File: src/rtl/dmem_arb_pkg.sv
// Shared types for the data-memory arbiter.
//   - state_e : arbiter FSM states (idle, memory access, response)
//   - owner_e : grant owner encoding, CPU = 0, debug/loader = 1
//   - DataWidth / AddrWidth : bus widths (8 bits)
//   - other_owner() : returns the opposite port, used for round-robin ties
package dmem_arb_pkg;

  localparam int unsigned DataWidth = 8;
  localparam int unsigned AddrWidth = 8;

  typedef logic [DataWidth-1:0] data_t;
  typedef logic [AddrWidth-1:0] addr_t;

  typedef enum logic [1:0] {
    StIdle   = 2'd0,
    StAccess = 2'd1,
    StResp   = 2'd2
  } state_e;

  typedef enum logic {
    OwnCpu = 1'b0,
    OwnDbg = 1'b1
  } owner_e;

  function automatic owner_e other_owner(owner_e o);
    return (o == OwnCpu) ? OwnDbg : OwnCpu;
  endfunction

endpackage

File: src/rtl/dmem_arbiter_if.sv
// Bus bundle between the two requesters (CPU, debug/loader), the arbiter and the DMEM.
//   Cpu_* / Dbg_* : level request + write/addr/wdata in, one-cycle ack + rdata out
//   Mem_*         : DMEM address, write data, read/write strobes, combinational read data
//   Busy          : arbiter not idle
//   Grant_Owner   : 0 = CPU, 1 = debug; meaningful only while Busy = 1
// Modports: master = requester/memory side, slave = arbiter.
interface dmem_arbiter_if;
  import dmem_arb_pkg::*;

  logic  Cpu_Req;
  logic  Cpu_Write;
  addr_t Cpu_Addr;
  data_t Cpu_Wdata;
  logic  Cpu_Ack;
  data_t Cpu_Rdata;

  logic  Dbg_Req;
  logic  Dbg_Write;
  addr_t Dbg_Addr;
  data_t Dbg_Wdata;
  logic  Dbg_Ack;
  data_t Dbg_Rdata;

  addr_t Mem_Address;
  data_t Mem_Write_Data;
  logic  Mem_Read;
  logic  Mem_Write;
  data_t Mem_Read_Data;

  logic  Busy;
  logic  Grant_Owner;

  modport master (
    output Cpu_Req, Cpu_Write, Cpu_Addr, Cpu_Wdata,
    input  Cpu_Ack, Cpu_Rdata,
    output Dbg_Req, Dbg_Write, Dbg_Addr, Dbg_Wdata,
    input  Dbg_Ack, Dbg_Rdata,
    input  Mem_Address, Mem_Write_Data, Mem_Read, Mem_Write,
    output Mem_Read_Data,
    input  Busy, Grant_Owner
  );

  modport slave (
    input  Cpu_Req, Cpu_Write, Cpu_Addr, Cpu_Wdata,
    output Cpu_Ack, Cpu_Rdata,
    input  Dbg_Req, Dbg_Write, Dbg_Addr, Dbg_Wdata,
    output Dbg_Ack, Dbg_Rdata,
    output Mem_Address, Mem_Write_Data, Mem_Read, Mem_Write,
    input  Mem_Read_Data,
    output Busy, Grant_Owner
  );

endinterface

File: src/rtl/dmem_arb_pick.sv
// Winner selection for the data-memory arbiter (purely combinational).
//   cpu_req, dbg_req : pending requests sampled in idle
//   last_served      : port granted most recently
//   winner           : port to grant; only meaningful when a request is present
// Build option: DMEM_ARB_RR_EN defined -> ties go to the port not served last;
// otherwise ties always go to the CPU and last_served is ignored.
module dmem_arb_pick
  import dmem_arb_pkg::*;
(
  input  logic   cpu_req,
  input  logic   dbg_req,
  input  owner_e last_served,
  output owner_e winner
);

  owner_e tie_winner;

`ifdef DMEM_ARB_RR_EN
  assign tie_winner = other_owner(last_served);
`else
  logic unused_last;
  assign unused_last = last_served;
  assign tie_winner  = OwnCpu;
`endif

  always_comb begin
    winner = OwnCpu;
    if (cpu_req && dbg_req) begin
      winner = tie_winner;
    end else if (dbg_req) begin
      winner = OwnDbg;
    end
  end

endmodule

File: src/rtl/dmem_arbiter.sv
// Two-port data-memory arbiter: CPU and debug/loader share one single-port DMEM.
// Each access takes idle -> access -> response, i.e. at most one access every 3 cycles.
//   Clk_O : system clock, all state on the rising edge
//   Reset : asynchronous active-high reset
//   bus   : dmem_arbiter_if.slave (requester ports, DMEM port, Busy, Grant_Owner)
// Build option: DMEM_ARB_RR_EN selects round-robin tie-breaking (default: CPU priority).
module dmem_arbiter
  import dmem_arb_pkg::*;
(
  input logic          Clk_O,
  input logic          Reset,
  dmem_arbiter_if.slave bus
);

  state_e state_q;
  owner_e owner_q;
  logic   write_q;
  addr_t  addr_q;
  data_t  wdata_q;
  logic   mem_rd_q;
  logic   mem_wr_q;
  logic   cpu_ack_q;
  logic   dbg_ack_q;
  data_t  cpu_rdata_q;
  data_t  dbg_rdata_q;

  owner_e winner;
  owner_e last_served;
  logic   any_req;

  assign any_req = bus.Cpu_Req | bus.Dbg_Req;

`ifdef DMEM_ARB_RR_EN
  owner_e last_q;
  assign last_served = last_q;

  // Pointer moves when a grant is taken; reset value makes the first tie go to the CPU.
  always_ff @(posedge Clk_O or posedge Reset) begin
    if (Reset) begin
      last_q <= OwnDbg;
    end else if (state_q == StIdle && any_req) begin
      last_q <= winner;
    end
  end
`else
  assign last_served = OwnDbg;
`endif

  dmem_arb_pick u_pick (
    .cpu_req     (bus.Cpu_Req),
    .dbg_req     (bus.Dbg_Req),
    .last_served (last_served),
    .winner      (winner)
  );

  // FSM with registered strobes, acks and read-data holding registers.
  always_ff @(posedge Clk_O or posedge Reset) begin
    if (Reset) begin
      state_q     <= StIdle;
      owner_q     <= OwnCpu;
      write_q     <= 1'b0;
      addr_q      <= '0;
      wdata_q     <= '0;
      mem_rd_q    <= 1'b0;
      mem_wr_q    <= 1'b0;
      cpu_ack_q   <= 1'b0;
      dbg_ack_q   <= 1'b0;
      cpu_rdata_q <= '0;
      dbg_rdata_q <= '0;
    end else begin
      unique case (state_q)
        StIdle: begin
          cpu_ack_q <= 1'b0;
          dbg_ack_q <= 1'b0;
          if (any_req) begin
            owner_q <= winner;
            state_q <= StAccess;
            if (winner == OwnDbg) begin
              write_q  <= bus.Dbg_Write;
              addr_q   <= bus.Dbg_Addr;
              wdata_q  <= bus.Dbg_Wdata;
              mem_wr_q <= bus.Dbg_Write;
              mem_rd_q <= ~bus.Dbg_Write;
            end else begin
              write_q  <= bus.Cpu_Write;
              addr_q   <= bus.Cpu_Addr;
              wdata_q  <= bus.Cpu_Wdata;
              mem_wr_q <= bus.Cpu_Write;
              mem_rd_q <= ~bus.Cpu_Write;
            end
          end
        end
        StAccess: begin
          // The DMEM commits a write on this same edge; reads are captured here.
          mem_rd_q <= 1'b0;
          mem_wr_q <= 1'b0;
          if (!write_q) begin
            if (owner_q == OwnDbg) begin
              dbg_rdata_q <= bus.Mem_Read_Data;
            end else begin
              cpu_rdata_q <= bus.Mem_Read_Data;
            end
          end
          cpu_ack_q <= (owner_q == OwnCpu);
          dbg_ack_q <= (owner_q == OwnDbg);
          state_q   <= StResp;
        end
        StResp: begin
          cpu_ack_q <= 1'b0;
          dbg_ack_q <= 1'b0;
          state_q   <= StIdle;
        end
        default: begin
          mem_rd_q  <= 1'b0;
          mem_wr_q  <= 1'b0;
          cpu_ack_q <= 1'b0;
          dbg_ack_q <= 1'b0;
          state_q   <= StIdle;
        end
      endcase
    end
  end

  // Address/data hold their latched values outside access; only the strobes gate the DMEM.
  assign bus.Mem_Address    = addr_q;
  assign bus.Mem_Write_Data = wdata_q;
  assign bus.Mem_Read       = mem_rd_q;
  assign bus.Mem_Write      = mem_wr_q;
  assign bus.Cpu_Ack        = cpu_ack_q;
  assign bus.Dbg_Ack        = dbg_ack_q;
  assign bus.Cpu_Rdata      = cpu_rdata_q;
  assign bus.Dbg_Rdata      = dbg_rdata_q;
  assign bus.Busy           = (state_q != StIdle);
  assign bus.Grant_Owner    = owner_q;

endmodule

File: src/flat_wrapper.sv
// flat-port wrapper written by rule: the top's interface ports become plain ports
module dmem_arbiter_flat import dmem_arb_pkg::*;
  (Clk_O, Reset, bus_Cpu_Req, bus_Cpu_Write, bus_Cpu_Addr, bus_Cpu_Wdata, bus_Cpu_Ack, bus_Cpu_Rdata, bus_Dbg_Req, bus_Dbg_Write, bus_Dbg_Addr, bus_Dbg_Wdata, bus_Dbg_Ack, bus_Dbg_Rdata, bus_Mem_Address, bus_Mem_Write_Data, bus_Mem_Read, bus_Mem_Write, bus_Mem_Read_Data, bus_Busy, bus_Grant_Owner);
  dmem_arbiter_if bus_i ();
  input logic Clk_O;
  input logic Reset;
  input wire logic [$bits(bus_i.Cpu_Req)-1:0] bus_Cpu_Req;
  input wire logic [$bits(bus_i.Cpu_Write)-1:0] bus_Cpu_Write;
  input wire logic [$bits(bus_i.Cpu_Addr)-1:0] bus_Cpu_Addr;
  input wire logic [$bits(bus_i.Cpu_Wdata)-1:0] bus_Cpu_Wdata;
  output wire logic [$bits(bus_i.Cpu_Ack)-1:0] bus_Cpu_Ack;
  output wire logic [$bits(bus_i.Cpu_Rdata)-1:0] bus_Cpu_Rdata;
  input wire logic [$bits(bus_i.Dbg_Req)-1:0] bus_Dbg_Req;
  input wire logic [$bits(bus_i.Dbg_Write)-1:0] bus_Dbg_Write;
  input wire logic [$bits(bus_i.Dbg_Addr)-1:0] bus_Dbg_Addr;
  input wire logic [$bits(bus_i.Dbg_Wdata)-1:0] bus_Dbg_Wdata;
  output wire logic [$bits(bus_i.Dbg_Ack)-1:0] bus_Dbg_Ack;
  output wire logic [$bits(bus_i.Dbg_Rdata)-1:0] bus_Dbg_Rdata;
  output wire logic [$bits(bus_i.Mem_Address)-1:0] bus_Mem_Address;
  output wire logic [$bits(bus_i.Mem_Write_Data)-1:0] bus_Mem_Write_Data;
  output wire logic [$bits(bus_i.Mem_Read)-1:0] bus_Mem_Read;
  output wire logic [$bits(bus_i.Mem_Write)-1:0] bus_Mem_Write;
  input wire logic [$bits(bus_i.Mem_Read_Data)-1:0] bus_Mem_Read_Data;
  output wire logic [$bits(bus_i.Busy)-1:0] bus_Busy;
  output wire logic [$bits(bus_i.Grant_Owner)-1:0] bus_Grant_Owner;
  assign bus_i.Cpu_Req = bus_Cpu_Req;
  assign bus_i.Cpu_Write = bus_Cpu_Write;
  assign bus_i.Cpu_Addr = bus_Cpu_Addr;
  assign bus_i.Cpu_Wdata = bus_Cpu_Wdata;
  assign bus_Cpu_Ack = bus_i.Cpu_Ack;
  assign bus_Cpu_Rdata = bus_i.Cpu_Rdata;
  assign bus_i.Dbg_Req = bus_Dbg_Req;
  assign bus_i.Dbg_Write = bus_Dbg_Write;
  assign bus_i.Dbg_Addr = bus_Dbg_Addr;
  assign bus_i.Dbg_Wdata = bus_Dbg_Wdata;
  assign bus_Dbg_Ack = bus_i.Dbg_Ack;
  assign bus_Dbg_Rdata = bus_i.Dbg_Rdata;
  assign bus_Mem_Address = bus_i.Mem_Address;
  assign bus_Mem_Write_Data = bus_i.Mem_Write_Data;
  assign bus_Mem_Read = bus_i.Mem_Read;
  assign bus_Mem_Write = bus_i.Mem_Write;
  assign bus_i.Mem_Read_Data = bus_Mem_Read_Data;
  assign bus_Busy = bus_i.Busy;
  assign bus_Grant_Owner = bus_i.Grant_Owner;
  dmem_arbiter u_core (.Clk_O(Clk_O), .Reset(Reset), .bus(bus_i));
endmodule
File: config.mk
export PLATFORM = sky130hd
export DESIGN_NAME = dmem_arbiter_flat
export DESIGN_NICKNAME = d
export VERILOG_FILES = /design/src/rtl/dmem_arb_pkg.sv /design/src/rtl/dmem_arbiter_if.sv /design/src/rtl/dmem_arb_pick.sv /design/src/rtl/dmem_arbiter.sv /design/src/flat_wrapper.sv
export SDC_FILE = /design/constraint.sdc
export NUM_CORES = 1
export LEC_CHECK = 0
export ABC_CLOCK_PERIOD_IN_PS = 2000
export CAP_MARGIN = 20
export CORE_MARGIN = 2
export CORE_UTILIZATION = 35
export CTS_CLUSTER_DIAMETER = 100
export CTS_CLUSTER_SIZE = 14
export DETAILED_ROUTE_END_ITERATION = 7
export MAX_ROUTING_LAYER = met4
export PLACE_DENSITY = 0.76
export SYNTH_ARGS = -nofsm -noshare
export SYNTH_HDL_FRONTEND = slang
export SYNTH_SLANG_ARGS = --single-unit
File: constraint.sdc
create_clock -name Clk_O -period 2 [get_ports Clk_O]
set_input_delay 0.4 -clock Clk_O [delete_from_list [all_inputs] [get_ports Clk_O]]
set_output_delay 0.4 -clock Clk_O [all_outputs]
set_load 0.02 [all_outputs]
==> key figures <==
Run status
  • Status: completed

Synthesis
  • Synthesized area: 0.00182 mm^2
  • Top post-synthesis cells by area: dfrtp_1 55%, mux2_2 19%, mux2_4 15%
  • Cells after synthesis: roughly 120
  • Ys Warns: 0
  • Syn Area/Cell: 15.6 um^2
  • Sequential share of the synthesized area: 54.9%
  • Leading area contributor after synthesis: dfrtp_1
  • Syn_nets: 163
  • Post-synth top area share: 54.9%
  • Synth unique cells: 20
  • Flops & latches, synth: 40

Power
  • Seq pwr share: 34.2%
  • Combinational share of power: 54.3%
  • Pwr dens: about 1500 mW/mm^2
  • Sw Pwr: 0.00147 W
  • Sw Share: 34.6%
  • Lkg Pwr: 1.23 nW
  • Max VDD drop: 0.000659 V
  • Clk pwr share: 11.5%
  • P_int: 0.00277 W

STA
  • Relative slew slack: 67.4%
  • Fmax: around 540 MHz
  • Setup WS post-layout: 0.143 ns
  • Worst-Margin Slew: 0.490 ns
  • Min cycle time layout: 1.86 ns
  • Max-slew violation count: 0
  • Setup TNS: 0 ns
  • Final hold viol count: 0
  • Clock skew: about 0.0063 ns
  • Period Utilization, post-route: 92.9%
  • RSZ-0062 raised after global routing: false
  • Final setup fails: 0

Clock tree
  • Num CTS Buffers: 5
  • H-tree depth: 2
  • Cts hold-fix bufs: 0
  • Postcts setup bufs: 0
  • TritonCTS clock tree: yes
  • CTS-repair resized insts: 0
  • Worst skew pair latency: 0.28 ns
  • Clk sinks: 40
  • Clock edge transition at the registers on the reported setup and hold paths: roughly 0.070 ns
  • CTS Buffer Depth: 2
  • Clk root buf: clkbuf_8

Floorplanning
  • Initial Util: 35.9%
  • DIE HEIGHT: 76.1 um
  • FP Rows: 26
  • IO Pins: 84
  • Die width: between 70 and 80 um
  • Core Box Area: 0.00507 mm^2
  • Die ar.: 0.00580 mm^2

Drt
  • Routed Antenna Nets: 0
  • Avg Vias per Cell: between 4 and 5
  • Drt first-iter violations: 18
  • DR pass1 iterations: 4
  • Via count: 1250
  • Routed WL: 3.73 mm
  • Post-DR wirelength/cell: 13.3 um
  • DRC: 0

Placement
  • Port bufs: 83
  • GP Congestion: 0.807
  • Pre-CTS worst setup slack: 0.0332 ns

Worst hold path
  • Hold Startpoint: u_core.bus.Dbg_Rdata[5]
  • Tightest Hold Check Type: flip-flop to flip-flop

Cells and area
  • Ratio of cells with drive above 1 in the final layout: 31.3%
  • Post-layout nets: roughly 260
  • Synth-to-layout area growth: 56.4%
  • N_diodes: 0
  • Filler cells: 436

GRT
  • Initial antenna violation count: 0
  • Largest net degree at the start of global routing: 41
  • Number of global-route vias before repair: 1312
  • Grt total ovfl: 0
  • First-pass GRT wire length: about 6.3 mm
  • Gr usage total: 14.3%

Job
  • Max cap viols: 0

Worst setup path
  • Crit path launch: u_core.state_q[0]
  • Worst reg2reg startpoint: u_core.state_q[0]
  • Kind of critical path: flip-flop to primary output
  • WP data required: around 1.6 ns
  • Crit start category: flip-flop
  • Max Fanout on Critical Path: 4
  • Endpoint class of the critical path: primary output
  • CP Data Arrival Time: 1.46 ns
==> flip-flops by register name (all words and copies together) (netlist names) <==
signal                     cells
u_core.bus.Mem_Read            1
u_core.bus.Dbg_Rdata           8
u_core.write_q                 1
u_core.bus.Mem_Address         8
u_core.bus.Mem_Write           1
u_core.bus.Cpu_Ack             1
u_core.bus.Dbg_Ack             1
u_core.bus.Grant_Owner         1
u_core.bus.Cpu_Rdata           8
u_core.state_q                 2
u_core.bus.Mem_Write_Data      8
==> final timing paths <==
path | end | slack (ns) | cells after the start
max | bus_Busy | 0.14 | 3
min | u_core.bus.Dbg_Rdata[5] | 0.51 | 1
max reg2reg | u_core.bus.Mem_Write_Data[6] | 0.46 | 5
min reg2reg | u_core.bus.Dbg_Rdata[5] | 0.51 | 1
max in group asynchronous | u_core.bus.Mem_Address[1] | 1.12 | 3
min in group asynchronous | u_core.bus.Dbg_Rdata[6] | 0.53 | 3
==> cell usage after synthesis (all sizes together) <==
cell,number
a21oi,4
a311oi,1
a31oi,1
and2,2
buf,4
dfrtp,40
inv,3
mux2,48
nand2,2
nand2b,2
nand3b,1
nor2,4
nor3,2
nor3b,1
o21ba,1
or2,1
==> worst max-delay path, stage by stage (launching register included) <==
cell and delay [ns]:
dfrtp_1 0.44, nor2_1 0.15, inv_1 0.05, clkdlybuf4s50_1 0.53
==> layer usage <==
| metal | up-vias | share of wire (%) | GRT usage, % |
|---|---|---|---|
| li1 | 597 | - | - |
| met5 | - | 0 | - |
| met4 | 0 | 1.7 | 5.45 |
| met3 | 7 | 5.9 | 3.79 |
| met1 | 591 | 44 | 16.8 |
| met2 | 55 | 49 | 23.5 |
==> cells by family after synthesis <==
group,after synthesis,share of synthesized area (%)
buf+inv,7,3.57
mux,48,33.4
compound gates,7,2.47
flops,40,54.9
simple gates,15,5.63
==> metrics by stage <==
stage          std cells  instance area (um^2)  total power (W)  util (%)  hold WS (ns)
2_1_floorplan        117                  1820          0.00274         -         0.486
3_5_place_dp         274                  2770          0.00380      54.6         0.495
4_1_cts              281                  2850          0.00430      56.1         0.511
6_report             281                  2850          0.00424      56.1         0.507
3_3_place_gp         274                  2770          0.00377      54.6         0.490
5_1_grt              281                  2850          0.00450      56.1         0.523
==> power groups by stage <==
| stage | logic, W | clock network [W] | registers, W |
|---|---|---|---|
| 2_1_floorplan | 0.000826 | 0 | 0.00191 |
| 3_3_place_gp | 0.00230 | 0 | 0.00146 |
| 3_5_place_dp | 0.00233 | 0 | 0.00146 |
| 4_1_cts | 0.00233 | 0.000515 | 0.00146 |
| 5_1_grt | 0.00243 | 0.000548 | 0.00152 |
| 6_report | 0.00230 | 0.000486 | 0.00145 |
==> final cells by class <==
type / instances / area (um^2) / share of cell area (%)
Clock buffer: 6 / 72.6 / 2.55
Clock inverter: 1 / 5.00 / 0.176
Inverter: 3 / 11.3 / 0.395
Multi-Input combinational cell: 70 / 756 / 26.5
Sequential cell: 40 / 1000 / 35.1
Tap cell: 70 / 87.6 / 3.07
Timing Repair Buffer: 91 / 916 / 32.1
==> layout by cell type, fill, tap and decap left out <==
| cell | synthesis | routed |
|---|---|---|
| clkdlybuf4s50_1 | 0 | 83 |
| buf_4 | 0 | 6 |
| mux2_2 | 30 | 30 |
| nand2b_1 | 1 | 1 |
| o21ba_2 | 1 | 1 |
| a31oi_1 | 1 | 1 |
| nor2_1 | 4 | 4 |
| nor3_1 | 1 | 1 |
| nand2b_4 | 1 | 1 |
| nor3b_4 | 1 | 1 |
| nand3b_1 | 1 | 1 |
| clkbuf_8 | 0 | 5 |
| dfrtp_1 | 40 | 40 |
| nand2_1 | 2 | 2 |
| inv_1 | 3 | 3 |
| buf_12 | 1 | 2 |
| a311oi_1 | 1 | 1 |
| and2_1 | 2 | 2 |
| clkbuf_1 | 0 | 1 |
| nor3_2 | 1 | 1 |
| clkinv_2 | 0 | 1 |
| or2_1 | 1 | 1 |
| mux2_4 | 18 | 18 |
| a21oi_1 | 4 | 4 |
Power figures use the tool's default switching activity.
